## config.mk

```make
export PLATFORM = sky130hd
export DESIGN_NAME = axis_mux_v1
export DESIGN_NICKNAME = d
export VERILOG_FILES = /design/src/rtl/axis_mux_v1.sv
export SDC_FILE = /design/constraint.sdc
export NUM_CORES = 1
export LEC_CHECK = 0
export CAP_MARGIN = 25
export CORE_MARGIN = 5
export CORE_UTILIZATION = 35
export DETAILED_ROUTE_END_ITERATION = 16
export PLACE_DENSITY = 0.74
export SLEW_MARGIN = 20
export SYNTH_ARGS = -nofsm -noshare
export SYNTH_HDL_FRONTEND = slang
export SYNTH_SLANG_ARGS = --single-unit
```

## constraint.sdc

```tcl
create_clock -name aclk -period 4 [get_ports aclk]
set_clock_uncertainty 0.1 [all_clocks]
set_input_delay 1 -clock aclk [delete_from_list [all_inputs] [get_ports aclk]]
set_output_delay 1 -clock aclk [all_outputs]
set_load 0.01 [all_outputs]
```

## src/rtl/axis_mux_v1.sv

```systemverilog
// N-to-1 AXI4-Stream mux; select is switched only between packets. One cycle of latency.
// A two-entry main/skid buffer gives full rate; the input is stalled only when skid holds a beat.
module axis_mux_v1 #(
    parameter  int B  = 8,
    parameter  int N  = 16,
    localparam int SW = $clog2(N)
) (
    input  logic            aclk,
    input  logic            areset,
    input  logic [SW-1:0]   sel,
    output logic [SW-1:0]   act_sel,
    input  logic [N-1:0]    s_axis_tvalid,
    output logic [N-1:0]    s_axis_tready,
    input  logic [N*B-1:0]  s_axis_tdata,
    input  logic [N-1:0]    s_axis_tlast,
    output logic            m_axis_tvalid,
    input  logic            m_axis_tready,
    output logic [B-1:0]    m_axis_tdata,
    output logic            m_axis_tlast
);

    typedef enum logic {IDLE, PKT} state_t;

    state_t          r_state;
    state_t          w_state_nxt;
    logic [SW-1:0]   r_act;
    logic            r_en;
    logic            r_m_vld;
    logic [B-1:0]    r_m_dat;
    logic            r_m_last;
    logic            r_s_vld;
    logic [B-1:0]    r_s_dat;
    logic            r_s_last;

    logic            w_in_vld;
    logic [B-1:0]    w_in_dat;
    logic            w_in_last;
    logic            w_acc;
    logic            w_main_free;

    always_comb begin
        w_in_vld  = 1'b0;
        w_in_dat  = '0;
        w_in_last = 1'b0;
        for (int i = 0; i < N; i++) begin
            if (r_act == SW'(i)) begin
                w_in_vld  = s_axis_tvalid[i];
                w_in_dat  = s_axis_tdata[i*B +: B];
                w_in_last = s_axis_tlast[i];
            end
        end
    end

    // Ready depends only on registers, so no input reaches any output combinationally.
    assign w_acc       = w_in_vld & r_en & ~r_s_vld;
    assign w_main_free = ~r_m_vld | m_axis_tready;

    always_ff @(posedge aclk or posedge areset) begin
        if (areset) r_state <= IDLE;
        else        r_state <= w_state_nxt;
    end

    always_comb begin
        w_state_nxt = r_state;
        case (r_state)
            IDLE:    if (w_acc & ~w_in_last) w_state_nxt = PKT;
            PKT:     if (w_acc &  w_in_last) w_state_nxt = IDLE;
            default: w_state_nxt = IDLE;
        endcase
    end

    always_comb begin
        s_axis_tready = '0;
        for (int i = 0; i < N; i++) begin
            s_axis_tready[i] = r_en & ~r_s_vld & (r_act == SW'(i));
        end
    end

    // The channel that opens a packet stays granted even if sel moves on the same edge.
    always_ff @(posedge aclk or posedge areset) begin
        if (areset) begin
            r_act <= '0;
            r_en  <= 1'b0;
        end else begin
            r_en <= 1'b1;
            if (r_state == IDLE && !(w_acc && !w_in_last)) r_act <= sel;
        end
    end

    always_ff @(posedge aclk or posedge areset) begin
        if (areset) begin
            r_m_vld  <= 1'b0;
            r_m_dat  <= '0;
            r_m_last <= 1'b0;
            r_s_vld  <= 1'b0;
            r_s_dat  <= '0;
            r_s_last <= 1'b0;
        end else if (w_main_free) begin
            if (r_s_vld) begin
                r_m_vld  <= 1'b1;
                r_m_dat  <= r_s_dat;
                r_m_last <= r_s_last;
                r_s_vld  <= 1'b0;
            end else if (w_acc) begin
                r_m_vld  <= 1'b1;
                r_m_dat  <= w_in_dat;
                r_m_last <= w_in_last;
            end else begin
                r_m_vld  <= 1'b0;
            end
        end else if (w_acc) begin
            r_s_vld  <= 1'b1;
            r_s_dat  <= w_in_dat;
            r_s_last <= w_in_last;
        end
    end

    assign act_sel       = r_act;
    assign m_axis_tvalid = r_m_vld;
    assign m_axis_tdata  = r_m_dat;
    assign m_axis_tlast  = r_m_last;

endmodule

```

# After elaboration in Yosys (flattened, before gate mapping)
# Index checks and enable logic that the tools add are counted.
# word_totals
ff_bits	26
in_bits	167
output_inout_bits	30
# classes
eq_ne	15
n_mux	59
bitwise_logic	27
reduce_logical	9
# op_table
operator	count
8-bit two-way mux	18
1-bit two-way mux	40
4-bit equality test (second input constant)	8
1-bit bitwise AND	21
4-bit by 3-bit equality test with 1-bit output (second input constant)	4
4-bit by 2-bit equality test with 1-bit output (second input constant)	2
1-bit inverter	5
4-bit by 1-bit equality test with 1-bit output (second input constant)	1
4-bit zero test	1
2-bit AND reduction	2
2-bit nonzero test	2
1-bit logical AND	2
1-bit zero test	2
1-bit one-hot mux with 2 select lines	1
1-bit bitwise OR	1

# Logic depth before layout (Yosys ltp)
# logic_depth
ltp_word	22
mapped_depth	10

# Worst setup path before layout
# Ideal clock, no wire load.
# synth_timing
kind	flip-flop to output port
from	register r_act[0] (netlist: act_sel[0])
to	output port s_axis_tready[0]
arrival_ns	1.820
required_time_ns	2.900
path_slack_ns	1.080
path_stages_with_launch	8
path_buffers	5
path_cell_list	dfrtp_1 > buf_4 > buf_6 > buf_4 > buf_2 > buf_2 > or3_1 > nor2_1
# synth_via
elab_chain_len	2
# synth_rtl
element	line	source
from (decl)	26	logic [SW-1:0] r_act;
from (signal assigned)	86	if (r_state == IDLE && !(w_acc && !w_in_last)) r_act <= sel;
4-bit zero test	75	s_axis_tready[i] = r_en & ~r_s_vld & (r_act == SW'(i));
1-bit bitwise AND	75	
to (decl)	13	output logic [N-1:0] s_axis_tready,
# Every way passes these cells.

# Worst setup path after layout
# layout_timing
from	register r_act[3] (netlist: act_sel[3])
to	output port s_axis_tready[1]
# layout_via
elab_chain_len	2
# layout_rtl
element	line
4-bit by 1-bit equality test with 1-bit output	75
1-bit bitwise AND	75
# Every way passes these cells.

==> results.ini <==
[min_path]
hold_class = reg -> reg

[sta]
hold-worst-slack_ns = 0.3841
hold_viol = 0
layout_setup_ws_ns = 0.5885
slew_headroom_pct = 52.62
rsz0062_at_grt = false
maxSlewViolCount = 0
fin_tns_setup_ns = 0
period_minus_slack_ns = 3.412
worst_pin_slew_ns = 0.7107
max_freq_mhz = 293.1
fin_crit_sh_pct = 85.29
setup_violations = 0

[global_routing]
grt_max_degree = 45
grt_pass1_vias = 4186
grt.overflow.total = 0
grt_pass1_wl_mm = 22.14
grt.total_usage_pct = 24.50
grt_antenna_before_repair = 0

[logic_synthesis]
synth_area_um2 = 3259
synth_area_leaders = dfrtp_1, mux2i_1, mux2_2
yosysUniqueCellTypes = 68
synth_top_area_share_pct = 19.96
ys_seq_area_share_pct = 19.96
ys.flop_type = dfrtp_1
synth-xor-area-share_pct = 0
synth_compound_area_share_pct = 31.29
synthMuxAreaShare_pct = 16.31
synth-edff-count = 0
synthCells = 419
syn_nets = 586
synth.avg_cell_area_um2 = 7.779
synth_seq_cells = 26
synth_adder_area_share_pct = 0
synth_top_family_by_area = compound AO/OA/AOI/OAI gates
synthArstFlopShare_pct = 100.0
synth_area_leader_cell = dfrtp_1
yosys_warnings = 0
synth-simple-area-share_pct = 24.15

[cts]
clock_latency_ns = 0.27
clock_sinks = 26
postCtsSetupBuffers = 0
cts_made_buffers = 3
cts_buffer_depth = 2
cts_tree = yes
path_clk_slew_ns = 0.09
cts-root-buf = clkbuf_8
cts_resized = 0
postCtsHoldBufs = 0
cts_max_level = 1

[floorplan]
start_util_pct = 35.61
ios = 197
die_h_um = 106.5
rows = 35
dieArea_um2 = 11340
core_um2 = 9153
die_x_um = 106.5

[detailed_routing]
num_vias = 4159
wl_met3_mm = 1.330
drc = 0
wl_per_cell_um = 20.53
highest_layer = met4
first_iter_violations = 265
wl_met2_mm = 7.014
wl_mm = 14.49
met1_length_mm = 5.806
ant_nets = 0
dr.pass1.iters = 4
post_drt_via_cell_ratio = 5.891

[power_and_ir_drop]
p_leak_nw = 2.008
p_per_area_nw_per_um2 = 624.9
power_w = 0.003300
vdd_drop_max_mv = 0.3403

[layout]
fin_nets = 763
insertedDiodeCount = 0
drive_gt1_share_pct = 8.403
fin_util_pct = 57.70
synthToLayoutAreaGrowth_pct = 62.03

[critical_path]
cp-end-kind = output pin
required_ns = 2.90
worstSetupPathType = reg -> out
worst_ep_arrival_time_ns = 2.31
worstPathMaxFanout = 17
startpoint_type = register

[placed_design]
portBuffers = 196
dp_hpwl_mm = 11.69
preCtsSetupSlack_ns = 0.6429
gp_congestion = 0.8920

[status]
status = complete, no violations

[run]
maxCapViolations = 0

==> power breakdown <==
part / switching, W / internal [W] / total [W]
logic: 0.00150 / 0.00115 / 0.00265
clock network: 0.0000814 / 0.0000714 / 0.000153
registers: 0.000111 / 0.000386 / 0.000497
total: 0.00169 / 0.00161 / 0.00330
==> worst max-delay path, cell delays in order (launching register included) <==
cell	delay, ns
dfrtp_1	0.60
nand2b_1	0.38
or2_2	0.39
nor2_1	0.11
clkdlybuf4s50_1	0.55
==> flip-flops by register name, indices dropped and copies added (netlist names), named ones only <==
register       cells
act_sel            4
m_axis_tdata       8
m_axis_tlast       1
m_axis_tvalid      1
r_en               1
r_s_dat            8
r_s_last           1
r_s_vld            1
==> metal layers <==
metal  global-route usage (%)  up-vias
li1                         -     1936
met1                    31.23     1973
met2                    41.49      222
met3                    5.647       28
met4                    6.758        0
met5                        0        -
==> final cells by class <==
type | instances | area [um^2]
fill | 842 | 3871
multi-input combinational | 346 | 2342
timing repair buffer | 205 | 2049
sequential | 26 | 653.1
tap | 111 | 138.9
inverter | 14 | 52.55
clock buffer | 4 | 45.04
==> stage by stage <==
step / instance area (um^2) / std cells
after global routing: 5281 / 706
after detailed placement: 5209 / 701
after CTS: 5254 / 705
after floorplan: 3259 / 419
final: 5281 / 706
after global placement: 5209 / 701
==> cells in the mapped netlist (2+ instances only) <==
library cell / number
a2111oi_0: 3
a211o_1: 3
a211oi_1: 5
a21oi_1: 35
a221o_1: 4
a221oi_1: 6
a2bb2oi_1: 6
a31oi_1: 2
a32oi_1: 5
and2_1: 4
and3b_1: 2
buf_2: 12
buf_4: 6
buf_6: 7
clkbuf_1: 8
dfrtp_1: 26
inv_1: 13
mux2_1: 2
mux2_2: 19
mux2i_1: 25
mux4_2: 2
nand2_1: 36
nand2b_1: 18
nand3_1: 4
nand3b_1: 4
nor2_1: 38
nor2b_1: 10
nor3_1: 10
nor4_1: 2
o2111ai_1: 3
o211ai_1: 4
o21ai_0: 23
o21ai_1: 6
o221ai_1: 3
o22ai_1: 11
o31ai_1: 6
o31ai_2: 2
o32ai_1: 6
or2_2: 5
or3_1: 4
or3b_1: 2
==> cells by family (layout without fill, tap and decap cells) <==
family,Yosys count,after routing
buffers and inverters,47,223
other,1,1
AO/OA/AOI/OAI,146,146
AND/OR/NAND/NOR,151,151
flip-flops,26,26
multiplexers,48,48
==> final timing paths <==
| kind | startpoint | end | slack, ns | cells after the start |
|---|---|---|---|---|
| max reg2reg | act_sel[1]$_DFFE_PP0P_ | m_axis_tlast$_DFFE_PP0P_ | 1.00 | 6 |
| max | act_sel[3]$_DFFE_PP0P_ | s_axis_tready[1] | 0.59 | 4 |
| min in group asynchronous | areset | m_axis_tvalid$_DFFE_PP0N_ | 0.83 | 2 |
| min | m_axis_tdata[2]$_DFFE_PP0P_ | m_axis_tdata[2]$_DFFE_PP0P_ | 0.38 | 2 |
| min reg2reg | m_axis_tdata[2]$_DFFE_PP0P_ | m_axis_tdata[2]$_DFFE_PP0P_ | 0.38 | 2 |
| max in group asynchronous | areset | act_sel[1]$_DFFE_PP0P_ | 2.59 | 3 |
==> cell usage in the layout (no fill, tap or decap), types with 11 or more instances in the layout <==
cell type / Yosys / final
a21oi_1: 35 / 35
dfrtp_1: 26 / 24
o21ai_0: 23 / 23
nand2b_1: 18 / 18
nand2_1: 36 / 36
mux2_2: 19 / 19
clkdlybuf4s50_1: 0 / 196
inv_1: 13 / 12
o22ai_1: 11 / 11
nor2_1: 38 / 38
mux2i_1: 25 / 25
Note: power is estimated with default switching activity, not from simulation.
